### src/rtl/pipeline_hazard_sequencer.sv
// pipeline_hazard_sequencer: stall/flush sequencer for the 5-stage pipeline; stall counter built only when PERF_CNT_EN is defined
module pipeline_hazard_sequencer #(
  parameter int MEM_TIMEOUT = 15,
  parameter int STALL_CNT_W = 16
) (
  input  logic                   clk,
  input  logic                   reset,
  input  logic [5:0]             id_opcode,
  input  logic [4:0]             id_rs,
  input  logic [4:0]             id_rt,
  input  logic                   ex_memread,
  input  logic [4:0]             ex_rt,
  input  logic                   ex_branch_taken,
  input  logic                   ex_jump,
  input  logic                   mem_req,
  input  logic                   mem_ready,
  output logic                   pc_write,
  output logic                   ifid_write,
  output logic                   ifid_flush,
  output logic                   idex_flush,
  output logic                   pipe_hold,
  output logic                   mem_start,
  output logic                   mem_err,
  output logic [STALL_CNT_W-1:0] stall_cnt
);
  localparam int TW = $clog2(MEM_TIMEOUT + 2);
  typedef enum logic {S_RUN, S_MEMWAIT} state_t;
  state_t state_q, state_d;
  logic [TW-1:0] tmo_q, tmo_d;
  logic redirect, load_use, timeout, release_c, hold;
  assign redirect  = ex_branch_taken | ex_jump;
  assign load_use  = ex_memread && ex_rt != 5'd0 &&
                     (ex_rt == id_rs || (ex_rt == id_rt && id_opcode inside {6'b000000, 6'b101011, 6'b000100}));
  assign timeout   = MEM_TIMEOUT != 0 && state_q == S_MEMWAIT && !mem_ready && tmo_q == TW'(MEM_TIMEOUT - 1);
  assign release_c = state_q == S_MEMWAIT && (mem_ready || timeout);
  assign hold      = (state_q == S_RUN && mem_req) || (state_q == S_MEMWAIT && !release_c);
  // state and wait-cycle counter
  always_ff @(posedge clk or posedge reset) begin
    if (reset) begin
      state_q <= S_RUN;
      tmo_q   <= '0;
    end else begin
      state_q <= state_d;
      tmo_q   <= tmo_d;
    end
  end
  // next state and hazard responses; hold beats redirect beats load-use, all outputs quiet in reset
  always_comb begin
    state_d    = state_q == S_RUN ? (mem_req ? S_MEMWAIT : S_RUN) : (release_c ? S_RUN : S_MEMWAIT);
    tmo_d      = (state_q == S_MEMWAIT && !release_c) ? tmo_q + 1'b1 : '0;
    pc_write   = 1'b0;
    ifid_write = 1'b0;
    ifid_flush = 1'b0;
    idex_flush = 1'b0;
    pipe_hold  = 1'b0;
    mem_start  = 1'b0;
    mem_err    = 1'b0;
    if (!reset) begin
      mem_err = timeout;
      if (hold) begin
        pipe_hold = 1'b1;
        mem_start = state_q == S_RUN;
      end else if (redirect) begin
        {pc_write, ifid_write, ifid_flush, idex_flush} = 4'b1111;
      end else if (load_use) begin
        idex_flush = 1'b1;
      end else begin
        {pc_write, ifid_write} = 2'b11;
      end
    end
  end
`ifdef PERF_CNT_EN
  logic [STALL_CNT_W-1:0] stall_q, stall_d;
  assign stall_d = (!pc_write && !(&stall_q)) ? stall_q + 1'b1 : stall_q;
  // saturating count of cycles with the PC frozen
  always_ff @(posedge clk or posedge reset) begin
    if (reset) stall_q <= '0;
    else stall_q <= stall_d;
  end
  assign stall_cnt = stall_q;
`else
  assign stall_cnt = '0;
`endif
endmodule

### config.mk
export PLATFORM = sky130hd
export DESIGN_NAME = pipeline_hazard_sequencer
export DESIGN_NICKNAME = d
export VERILOG_FILES = /design/src/rtl/pipeline_hazard_sequencer.sv
export SDC_FILE = /design/constraint.sdc
export NUM_CORES = 1
export LEC_CHECK = 0
export CORE_MARGIN = 2
export CORE_UTILIZATION = 29
export DETAILED_ROUTE_END_ITERATION = 16
export PLACE_DENSITY = 0.75
export SLEW_MARGIN = 20
export SYNTH_ARGS = -nofsm -noshare
export SYNTH_HDL_FRONTEND = slang
export SYNTH_SLANG_ARGS = --single-unit
### constraint.sdc
create_clock -name clk -period 1.8 [get_ports clk]
set_input_delay 0.36 -clock clk [delete_from_list [all_inputs] [get_ports clk]]
set_output_delay 0.36 -clock clk [all_outputs]
set_load 0.005 [all_outputs]
* Yosys cells after proc, flatten, opt, wreduce, memory -nomap -nowiden *
Cells that the tools add are included.

cells by class
  $add $sub $neg = 1
  reduce and logical (&&, ||, !) cells = 16
  multiplexer cells = 20
  bitwise logic cells = 2
  equal/unequal tests = 5

operator list
  cell                   count
  $mux W1                19
  $eq A5 B5 Y1           2
  $logic_and A1 B1 Y1    8
  $eq A6 B3 Y1 const B   1
  $eq A6 B6 Y1 const B   1
  $logic_not A6 Y1       1
  $add A5 B1 Y5 const B  1
  $eq A5 B4 Y1 const B   1
  $mux W5                1
  $reduce_bool A5 Y1     1
  $logic_or A1 B1 Y1     3
  $reduce_bool A3 Y1     1
  $logic_not A1 Y1       2
  $not A1 Y1             1
  $or A1 B1 Y1           1

word-level totals
  logic and storage cells = 46
  register bits after elaboration = 6

* Logic depth before layout (Yosys ltp) *
Gate-level depths: netlist (run 1).

  depth after elaboration = 10
  mapped depth = 7

* Worst setup path before layout (run 1) *
No wires, ideal clock.

  path type = input -> output
  start point = input ex_rt[1]
  end point = output pc_write
  setup slack = -0.174 ns
  buffers on the path = 1
  data arrival time = 1.614 ns
  required time = 1.440 ns
  stages = 5
  cells stage by stage = or4_4 o211a_1 and4_4 nor3b_2 buf_4

between the ends
  longest elaborated chain between the ends = 8

ends and longest elaborated chain
  item                       line  RTL
  from (decl)                12    input logic [4:0] ex_rt,
  $eq A5 B5 Y1               33    (ex_rt == id_rs || (ex_rt == id_rt && id_opcode inside {6'b000000, 6'b101011, 6'b000100}));
  $logic_and A1 B1 Y1        33
  $logic_or A1 B1 Y1         33
  $logic_and A1 B1 Y1 (*)    32    assign load_use = ex_memread && ex_rt != 5'd0 &&
  $mux W1 (*) (4 in series)  -
  to (decl)                  17    output logic pc_write,

Mark *: on every way between the ends. The rest lies on a longest branch, timed or not.

* Worst setup path in the final report (run 1) *
  start point = input ex_rt[3]
  end point = output ifid_write

between the ends
  longest elaborated chain between the ends = 8

ends and longest elaborated chain
  item                     line  RTL
  $eq A5 B5 Y1             33
  $logic_and A1 B1 Y1      33
  $logic_or A1 B1 Y1       33
  $logic_and A1 B1 Y1 (*)  32
  $mux W1 (*)              65    end else if (load_use) begin
  $mux W1 (*)              63    end else if (redirect) begin
  $mux W1 (*)              60    if (hold) begin
  $mux W1 (*)              58    if (!reset) begin
  to (decl)                18    output logic ifid_write,

Marked as above.

==> impl_metrics.yaml, run 1 <==
clock_network:
  cts.sinks: 6
  cts_buffers: 3
  cts.path.max_buffers: 2
  ctsHoldBuffers: 0
  clock_latency_ns: 0.24
  clk_pin_slew_ns: 0.04
  htreeDepth: 1
  cts_tree: "yes"
  cts_root_buf: "clkbuf_4"
power:
  p_comb_share_pct: 42.9
  switchingPower_mw: 0.1337
  seq_power_share_pct: 31.5
  p_leak_nw: 0.5634
  ir_drop_mv: 0.3511
  power.total_mw: 0.4688
  swShare_pct: 28.51
  pwr-share-clk_pct: 25.6
  power_density_mw_per_mm2: 415.9
  internal_power_mw: 0.3351
global_route:
  gr-usage-met2_pct: 26.10
  grtUsageMet3_pct: 4.762
  grt_max_degree: 7
  grt-busiest-layer: "met2"
  grt_overflow: 0
  antenna_found_initial: 0
  grt_pass1_vias: 652
  met1_usage_pct: 14.98
  grt_pass1_wl_um: 2732
  grt_usage_pct: 14.29
place:
  dpl_worst_slack_ns: -1.014
  placed_cells_incl_taps: 153
  gp_congestion: 0.7771
  place_area_mm2: 0.001086
  io_buffers: 34
  hpwl_um: 1543
worst_setup_path:
  cp-end-kind: "output pin"
  path_max_fanout: 2
  cp.required_ns: 1.44
  setup.worst_path.class: "input pin to output pin"
  worstPathArrival_ns: 1.69
  r2r_slack_ns: 0.28
  startpoint_type: "input pin"
logic_synthesis:
  syn_area_per_cell_um2: 8.458
  synth_warnings: 0
  netlist_area_um2: 634.4
  ys_seq_area_share_pct: 23.67
  ys_seq_elements: 6
  syn-instance-count: 75
  ys_types: 27
run_status:
  failed_checks: "setup timing"
  status: "complete, but fails checks"
hold_path:
  hold_path_class: "input pin to asynchronous set/reset pin"
routing:
  vias_per_cell: 4.266
  drc_errors: 0
  vias: 674
  wl_um: 1792
  ant_nets: 0
  drt_iter0_drc: 6
  drtPass1Iterations: 4
  wl_per_cell_um: 11.34
finish:
  layout_commonest_cell: "buf_4"
  fin_area_mm2: 0.001127
  syn_to_final_growth_pct: 77.71
  fin_nets: 163
  final_cells: 158
  fillers: 200
  layout_common_cells: "20 x buf_4, 16 x conb_1, 14 x clkdlybuf4s50_1, 10 x xor2_1"
  drive_above_1_share_pct: 35.11
  diodes: 0
  utilization_pct: 55.75
floorplan:
  dieArea_mm2: 0.002578
  die_h_um: 50.77
  die_x_um: 50.77
  start_util_pct: 31.37
  ios: 51
  placementRows: 16
  fp.coreArea_mm2: 0.002022
sta:
  fin_crit_sh_pct: 113.9
  timing.setup.tns_ns: -0.6183
  hold_viol: 0
  grt_setup_unrepaired: "true"
  finClkSkew_ns: 0.001061
  fmax_ghz: 0.4877
  holdWs_ns: 0.4965
  drv_slew: 0
  setup_viol: 3
  setup_ws_ns: -0.2503
  period_minus_slack_ns: 2.050
run:
  max-cap-violations: 0
flip-flops by register name (all words and copies together), names as in the netlist:
register,cells
state_q,1
tmo_q,5
synthesized netlist by cell type (all sizes together):
library cell | instances | area [um2]
a21oi | 2 | 10.01
a31oi | 1 | 6.260
and4 | 1 | 11.26
buf | 17 | 127.6
conb | 1 | 3.750
dfrtp | 6 | 150.1
ha | 2 | 25.02
inv | 3 | 11.26
nand2 | 1 | 3.750
nand2b | 1 | 6.260
nand3 | 4 | 20.02
nand3b | 1 | 7.510
nand4 | 2 | 12.51
nand4b | 1 | 8.760
nor2 | 9 | 33.78
nor3 | 1 | 5.000
nor3b | 1 | 12.51
nor4 | 1 | 6.260
nor4b | 1 | 8.760
o2111ai | 1 | 8.760
o211a | 1 | 10.01
o21a | 1 | 7.510
o21ai | 1 | 5.000
or4 | 2 | 18.77
xnor2 | 3 | 26.28
xor2 | 10 | 87.58
routing by layer:
metal	vias to the layer above	routed length (um)
met5	-	0
met1	316	685
met3	2	82
met2	20	1009
li1	336	-
met4	0	14
final timing paths:
| path | start | endpoint | cells after the start |
|---|---|---|---|
| setup / recovery | ex_rt[3] | ifid_write | 6 |
| min in group clk | tmo_q[0]$_DFF_PP0_ | tmo_q[0]$_DFF_PP0_ | 2 |
| max in group asynchronous | reset | tmo_q[2]$_DFF_PP0_ | 3 |
| hold reg to reg | tmo_q[0]$_DFF_PP0_ | tmo_q[0]$_DFF_PP0_ | 2 |
| setup reg to reg | tmo_q[1]$_DFF_PP0_ | tmo_q[4]$_DFF_PP0_ | 8 |
| hold / removal | reset | tmo_q[3]$_DFF_PP0_ | 3 |
power by group through the flow:
stage | logic (mW) | clock network (mW) | registers (mW)
CTS | 0.185 | 0.131 | 0.147
global placement | 0.197 | 0 | 0.148
global route | 0.220 | 0.143 | 0.148
detailed placement | 0.202 | 0 | 0.149
finish | 0.201 | 0.120 | 0.148
floorplan | 0.0939 | 0 | 0.148
worst max-delay path, stage by stage:
cell     delay, ns
buf_6         0.09
or4_4         0.53
o211a_1       0.24
and4_4        0.17
nor3b_4       0.16
buf_2         0.14
logic make-up (layout without fill, tap and decap cells):
group                    Yosys count  count (layout)  synth area share, %
AO/OA/AOI/OAI                      7               7                7.496
adder cells (fa/ha/maj)            2               2                3.944
other                              1              16               0.5911
flip-flops                         6               6                23.67
AND/OR/NAND/NOR                   26              26                24.46
XOR/XNOR                          13              13                17.95
buffers and inverters             20              61                21.89
layout make-up:
type                    count  area, um2  share of cell area, %
flip-flops and latches      6      150.1                  13.32
multi-input cells          64      454.2                  40.29
well taps                  27      33.78                  2.997
clock buffers               3      22.52                  1.998
repair buffers             55      455.4                  40.40
inverters                   3      11.26                 0.9989
what timing repair did:
action | in CTS | in global routing
endpoints found under the setup margin | 7 | 6
endpoints found under the hold margin | 0 | 0
gates resized for setup | 50 | 10
buffers inserted | 0 | 2
pin swaps | 11 | 9
Note: power is estimated with default switching activity, not from simulation.
==> inputs of run 2 (changes only) <==
- CORE_ASPECT_RATIO: not set -> 0.8
- GPL_TIMING_DRIVEN: not set -> 0
==> impl_metrics.yaml, run 2 (synthesized netlist as in run 1, its figures left out) <==
clock_network:
  htreeDepth: 1
  cts_root_buf: "clkbuf_4"
  clk_pin_slew_ns: 0.04
  cts_tree: "yes"
  clock_latency_ns: 0.24
  cts.path.max_buffers: 2
  cts.sinks: 6
  cts_buffers: 3
global_route:
  grt_usage_pct: 14.02
  grt_overflow: 0
  grt_pass1_wl_um: 2725
  grt_max_degree: 9
  antenna_found_initial: 0
  grt_pass1_vias: 643
worst_setup_path:
  critical_path_buf_inv_count: 3
  cp.required_ns: 1.44
  max_stage_delay_ns: 0.53
  cp-end-kind: "output pin"
  cp_slowest_cell: "or4_4"
  crit_chain: "buf_8 -> or4_4 -> o211a_1 -> and4_4 -> nor3b_4 -> buf_4 -> buf_6"
  path_max_fanout: 2
  path_delay_family: "simple AND/OR/NAND/NOR gates"
  setup.worst_path.class: "input pin to output pin"
  worstPathArrival_ns: 1.79
  startpoint_type: "input pin"
place:
  dpl_worst_slack_ns: -1.186
  gp_congestion: 0.7547
  io_buffers: 34
  hpwl_um: 1536
finish:
  multi_input_area_um2: 445.4
  syn_to_final_growth_pct: 87.18
  drive_above_1_share_pct: 38.41
  fin_nets: 170
  layout_commonest_cell: "buf_4"
  register_area_um2: 150.1
  top_register: "tmo_q"
  diodes: 0
  layout_common_cells: "25 x buf_4, 18 x clkdlybuf4s50_1, 16 x conb_1, 10 x xor2_1, 9 x nor2_1"
  fillers: 208
  reg_top3: "tmo_q x5, state_q x1"
  largest_register_ffs: 5
  utilization_pct: 55.99
sta:
  drv_slew: 0
  period_minus_slack_ns: 2.151
  grt_setup_unrepaired: "true"
  hold_viol: 0
  fin_crit_sh_pct: 119.5
  setup_ws_ns: -0.3515
  finClkSkew_ns: 0.002747
  setup_viol: 5
  fmax_ghz: 0.4648
power:
  p_comb_share_pct: 46.9
  pwr-share-clk_pct: 23.9
  ir_drop_mv: 0.3288
  seq_power_share_pct: 29.2
  power_density_mw_per_mm2: 423.0
  internal_power_mw: 0.3608
  power.total_mw: 0.5023
  switchingPower_mw: 0.1415
  p_leak_nw: 0.5963
  swShare_pct: 28.17
floorplan:
  ios: 51
  die_x_um: 56.29
  placementRows: 15
  start_util_pct: 29.91
  fp.coreArea_mm2: 0.002121
  dieArea_mm2: 0.002580
  die_h_um: 45.83
routing:
  vias_per_cell: 4.184
  vias: 682
  drc_errors: 0
  drt_iter0_drc: 3
  wl_per_cell_um: 11.86
  drtPass1Iterations: 4
  wl_um: 1933
  ant_nets: 0
run_status:
  failed_checks: "setup timing"
  status: "complete, but fails checks"
hold_path:
  hold_path_class: "input pin to asynchronous set/reset pin"
run:
  max-cap-violations: 0
[run 2: changes by cell type in the layout (fill, tap and decap cells not counted), moves of 3 or more]
cell / previous run / this run
buf_6: 2 / 5
buf_4: 20 / 25
clkdlybuf4s50_1: 14 / 18
dlygate4sd2_1: 9 / 6
[run 2: worst paths after layout]
| check | startpoint | endpoint | slack, ns | depth (start not counted) |
|---|---|---|---|---|
| max reg2reg | tmo_q[0]$_DFF_PP0_ | tmo_q[3]$_DFF_PP0_ | 0.22 | 9 |
| max in group asynchronous | reset | tmo_q[3]$_DFF_PP0_ | 1.16 | 2 |
| min in group clk | tmo_q[4]$_DFF_PP0_ | tmo_q[4]$_DFF_PP0_ | 0.54 | 2 |
| max | ex_rt[4] | pc_write | -0.35 | 7 |
| min | reset | tmo_q[0]$_DFF_PP0_ | 0.47 | 2 |
| min reg2reg | tmo_q[4]$_DFF_PP0_ | tmo_q[4]$_DFF_PP0_ | 0.54 | 2 |
[run 2: power by group through the flow]
stage	logic, mW	registers (mW)	clock network, mW
after floorplan	0.0939	0.148	0
after global placement	0.194	0.149	0
after detailed placement	0.198	0.150	0
after CTS	0.222	0.147	0.128
after global routing	0.253	0.147	0.136
final	0.236	0.147	0.120
[run 2: metrics by stage]
step | cells | cell area (um2) | hold slack, ns | setup TNS (ns)
2_1_floorplan | 90 | 696.9 | 0.1672 | -0.1961
3_3_place_gp | 149 | 1069 | 0.4693 | -4.444
3_5_place_dp | 149 | 1069 | 0.4802 | -4.567
4_1_cts | 161 | 1165 | 0.4514 | -1.010
5_1_grt | 163 | 1187 | 0.4782 | -1.867
6_report | 163 | 1187 | 0.4671 | -1.344
[run 2: metal layers]
layer | global-route usage (%) | wire length (um) | up-vias
met3 | 4.830 | 88 | 4
met5 | 0 | 0 | -
met2 | 27.76 | 1110 | 16
li1 | - | - | 350
met1 | 13.90 | 705 | 312
met4 | 5.238 | 28 | 0
[run 2: cell type report]
class	instances	area share [%]
buffer	17	10.75
clock buffer	3	1.897
inverter	3	0.9484
multi-input combinational	64	37.51
sequential	6	12.64
tap	25	2.634
timing repair buffer	45	33.61
[run 2: what timing repair did]
item	CTS	global route
hold buffers	0	0
resized for setup	63	2
hold endpoints to repair	0	0
buffers inserted	9	2
endpoints found under the setup margin	7	6
pin swaps	9	1
==> variant 1 (config.mk and constraints of run 1) <==
Build with the macro `PERF_CNT_EN` defined.
--- a/src/rtl/pipeline_hazard_sequencer.sv
+++ b/src/rtl/pipeline_hazard_sequencer.sv
@@ -1,2 +1,4 @@
 // pipeline_hazard_sequencer: stall/flush sequencer for the 5-stage pipeline; stall counter built only when PERF_CNT_EN is defined
+`define PERF_CNT_EN
+
 module pipeline_hazard_sequencer #(
Check against the original RTL: not equivalent (Yosys sat finds a counterexample within 4 cycles, from zero or initial values and one cycle with reset high).
==> variant 1 against run 1 <==
- the flow still finishes with violations (negative setup slack)
- cell area is 120% higher
- non-clock buffer count is 38 higher
- sequential power grew to 5.5 times the old value
- core utilization is 1.2 points higher
- total power grew to 5.4 times the old value
- sequential cell count is 16 higher
- critical path depth is 4 higher
- worst hold slack better by 0.0054 ns
- setup slack worse by 0.0040 ns
- critical path type is now input pin to flip-flop
- area after synthesis is 100% higher
- sequential share of layout area is 9.2 points higher
- clock skew is 0.012 ns higher
- wire length is 120% higher
==> variant 1: results (changes against run 1) <==
GRT
---------------------------------------------------------------------------
Vias in the first global route                                        1,358   +110%
Maximum number of pins on one net before global-route repair             23   +16
Global-route wire length before repair                              6.36 mm   +130%

SYNTH
---------------------------------------------------------------------------
Fraction of the mapped netlist area in compound gates                0.0422   -0.0328
Mux share of post-synthesis cell area                               0.00882   +0.00882
Leading cell types by total area after synthesis               sky130_fd_sc_hd__dfrtp_1 (43%), sky130_fd_sc_hd__xor2_1 (15%), sky130_fd_sc_hd__nand3_1 (4.3%)
Yosys cell types                                                         33   +22%

PWR
---------------------------------------------------------------------------
Static power due to leakage                                         1.03 nW   +82%
Cell internal power dissipation                                   0.00165 W   +390%
Total power                                                       0.00252 W   +440%

TIMING
---------------------------------------------------------------------------
Number of setup violations in the final report                           21   +18
Accumulated negative setup slack                                   -3.77 ns   -3.15 ns
Worst setup margin                                                -0.254 ns   -0.00396 ns
WHS                                                                0.502 ns   +0.00544 ns

HOLD PATH
---------------------------------------------------------------------------
Worst hold path class                                          flip-flop to flip-flop

OUTCOME
---------------------------------------------------------------------------
Result of the run                                              finished, violations left
Failing checks                                                 negative setup slack

SETUP PATH
---------------------------------------------------------------------------
Worst Reg-to-Reg Cells                                                   12   +4
Slowest cell on crit path                                      sky130_fd_sc_hd__or4_1
Worst reg2reg setup slack                                          -0.20 ns   -0.48 ns
Reg2Reg Capture Point                                          stall_cnt[12]
Worst Path Max Fanout                                                     6   +4
Worst path arrival time                                             2.22 ns   +0.53 ns
Worst path max stage delay                                          0.51 ns   -0.02 ns

PLACEMENT
---------------------------------------------------------------------------
Dpl ws                                                            -0.985 ns   +0.0294 ns
Placed cell count                                                       257   +68%
Dpl hpwl                                                            2.61 mm   +69%
Gp weighted congestion                                                0.857   +10%

ROUTE
---------------------------------------------------------------------------
Avg WL per Cell                                                     14.4 um   +27%
Initial drt markers                                                      31   +25

LAYOUT
---------------------------------------------------------------------------
Net count of the finished layout                                        252   +55%
Number of cells in the finished layout apart from fillers               272   +72%

CLOCKING
---------------------------------------------------------------------------
Clock transition at path regs                                       0.09 ns   +0.05 ns

## variant 1: changes by cell type in the layout (fill, tap and decap cells not counted), moves of 6 or more
cell / delta
sky130_fd_sc_hd__buf_4: +10
sky130_fd_sc_hd__buf_6: +10
sky130_fd_sc_hd__clkdlybuf4s50_1: +13
sky130_fd_sc_hd__conb_1: -16
sky130_fd_sc_hd__dfrtp_1: +16
sky130_fd_sc_hd__nand2_1: +6
sky130_fd_sc_hd__nand3_1: +6
sky130_fd_sc_hd__nor3_4: +7
sky130_fd_sc_hd__xor2_1: +12
## variant 1: area by class of cell
cell class	instances	area, um^2	share of cell area
Sequential cell	22	551	0.225
Tap cell	52	65.1	0.0266
Inverter	3	15.0	0.00613
Clock inverter	1	30.0	0.0123
Timing Repair Buffer	93	827	0.338
Clock buffer	3	41.3	0.0169
Multi-Input combinational cell	98	918	0.375
## variant 1: timing repair
action,4_1_cts,5_1_grt
gates resized for setup,90,20
endpoints found under the setup margin,23,23
cloned,1,0
pin swaps,27,17
buffers inserted,7,3
==> variant 2 (flow settings as in run 1) <==
Without the edit above. Put a register stage on the output `mem_err`, with the module's reset. The value now appears one clock later. The other outputs are not delayed to match.
--- a/src/rtl/pipeline_hazard_sequencer.sv
+++ b/src/rtl/pipeline_hazard_sequencer.sv
@@ -27,2 +27,4 @@
   typedef enum logic {S_RUN, S_MEMWAIT} state_t;
+
+  logic mem_err_d;
   state_t state_q, state_d;
@@ -56,5 +58,5 @@
     mem_start  = 1'b0;
-    mem_err    = 1'b0;
+    mem_err_d  = 1'b0;
     if (!reset) begin
-      mem_err = timeout;
+      mem_err_d = timeout;
       if (hold) begin
@@ -83,2 +85,10 @@
 `endif
+  always_ff @(posedge clk or posedge reset) begin
+    if (reset) begin
+      mem_err <= '0;
+    end else begin
+      mem_err <= mem_err_d;
+    end
+  end
+
 endmodule
Formal check against the unedited RTL: same outputs for any inputs over 10 cycles, from zero or initial values and one cycle with reset high; that may be too few to reach the edited logic, so the function may still have changed.
==> variant 2 against run 1 <==
- sequential share of layout area grew 1.0 points
- cell area grew 8.3%
- area after synthesis grew 3.9%
- wire length grew 4.9%
- total power grew 14%
- setup slack lost 0.012 ns
- the run still ends with negative setup slack left
- largest power group unchanged
- sequential cell count grew 1
- combinational power grew 10%
==> variant 2: results (changes against run 1) <==
SYNTH
-----------------------------------------------------------------------------------------------------------------
Leading cell types by total area after synthesis                                                     sky130_fd_sc_hd__dfrtp_1 (27%), sky130_fd_sc_hd__buf_4 (19%), sky130_fd_sc_hd__xor2_1 (13%)
Synth cell count leaders                                                                             sky130_fd_sc_hd__buf_4 (17), sky130_fd_sc_hd__xor2_1 (10), sky130_fd_sc_hd__nor2_1 (9)
Arithmetic-cell share of the synthesized area counting full adders, half adders and majority gates         0.0380   -0.00150
Share of the synthesized netlist area taken by xor and xnor gates                                           0.173   -0.00681
Fraction of the mapped netlist area in compound gates                                                      0.0721   -0.00284
Cell count after synthesis                                                                                     76   +1.3%

GRT
-----------------------------------------------------------------------------------------------------------------
Maximum number of pins on one net before global-route repair                                                    8   +1
Vias in the first global route                                                                                721   +11%

PWR
-----------------------------------------------------------------------------------------------------------------
Maximum vdd drop                                                                                         0.218 mV   -38%
Static power due to leakage                                                                              0.584 nW   +3.7%
Cell internal power dissipation                                                                        0.000376 W   +12%
Clock network power share                                                                                   0.270   +0.014

ROUTE
-----------------------------------------------------------------------------------------------------------------
Initial drt markers                                                                                             3   -3
Final WL                                                                                                  1.88 mm   +4.9%
Via density per instance                                                                                     4.28   +0.45%

LAYOUT
-----------------------------------------------------------------------------------------------------------------
Synthesis-to-layout area growth                                                                             85.2%
Portion of the layout cell area used by non-clock buffers                                                   0.413   +0.00891
Largest registers in the final layout                                                                tmo_q (5), mem_err (1), state_q (1)
Net count of the finished layout                                                                              168   +3.1%
Buffers, non-clock                                                                                             59   +7.3%
Sequential cell area share                                                                                  0.143   +0.0103
Area taken by flip-flops and latches                                                                     175 um^2   +17%
Filler cell count                                                                                             208   +4.0%
Seq Cell Count                                                                                                  7   +1

SETUP PATH
-----------------------------------------------------------------------------------------------------------------
Origin of the worst setup path                                                                           ex_rt[4]
Reg2Reg Capture Point                                                                                     mem_err
Worst reg2reg setup slack                                                                                 0.11 ns   -0.17 ns
RR Startpoint                                                                                            tmo_q[0]
Worst Reg-to-Reg Cells                                                                                          9   +1

TIMING
-----------------------------------------------------------------------------------------------------------------
Worst Skew                                                                                             0.00231 ns   +0.00125 ns
Worst setup margin                                                                                      -0.262 ns   -0.0116 ns
Accumulated negative setup slack                                                                        -0.958 ns   -0.339 ns
Number of setup violations in the final report                                                                  5   +2

PLACEMENT
-----------------------------------------------------------------------------------------------------------------
Dpl hpwl                                                                                                  1.41 mm   -8.8%
Dpl ws                                                                                                   -1.04 ns   -0.0219 ns
Area post-placement                                                                                     1090 um^2   +0.35%
Gp weighted congestion                                                                                      0.695   -11%

OUTCOME
-----------------------------------------------------------------------------------------------------------------
Failing checks                                                                                       negative setup slack
Result of the run                                                                                    finished, violations left

CLOCKING
-----------------------------------------------------------------------------------------------------------------
Post-CTS sizing                                                                                                59   +18%

-- variant 2: changes by cell type in the layout (fill, tap and decap cells not counted), moves of 2 or more --
cell,change
sky130_fd_sc_hd__clkdlybuf4s50_1,+2
sky130_fd_sc_hd__buf_4,+2
sky130_fd_sc_hd__buf_6,+3
sky130_fd_sc_hd__dlygate4sd2_1,-3
sky130_fd_sc_hd__clkdlybuf4s15_1,+4
-- variant 2: worst max path at each step --
stage,endpoint,depth (start not counted)
5_1_grt,pc_write,8
6_report,pc_write,6
2_1_floorplan,pc_write,5
3_3_place_gp,pc_write,6
4_1_cts,pc_write,6
3_5_place_dp,pc_write,6
-- variant 2: metrics by stage --
stage / power, W / hold slack (ns) / util
floorplan: 0.000266 / 0.179 / -
global placement: 0.000365 / 0.517 / 0.497
detailed placement: 0.000370 / 0.520 / 0.497
CTS: 0.000523 / 0.515 / 0.556
global route: 0.000570 / 0.557 / 0.557
finish: 0.000536 / 0.520 / 0.557
-- variant 2: power by group through the flow --
| stage | clock network, W | logic [W] | registers, W |
|---|---|---|---|
| after CTS | 0.000147 | 0.000207 | 0.000169 |
| final | 0.000145 | 0.000222 | 0.000169 |
| after floorplan | 0 | 0.0000942 | 0.000171 |
| after detailed placement | 0 | 0.000199 | 0.000171 |
| after global routing | 0.000157 | 0.000243 | 0.000170 |
| after global placement | 0 | 0.000195 | 0.000171 |
-- variant 2: logic make-up after synthesis --
| kind of cell | after synthesis |
|---|---|
| simple gates | 26 |
| buf+inv | 20 |
| compound gates | 7 |
| xor+xnor | 13 |
| fa+ha+maj | 2 |
| flops | 7 |
| other cells | 1 |
-- variant 2: routing by layer --
layer,global-route usage,vias up,wire length (um)
li1,-,350,-
met1,0.127,316,611
met2,0.321,37,1090
met3,0.0287,4,150
met4,0.0658,0,33
met5,0,-,0
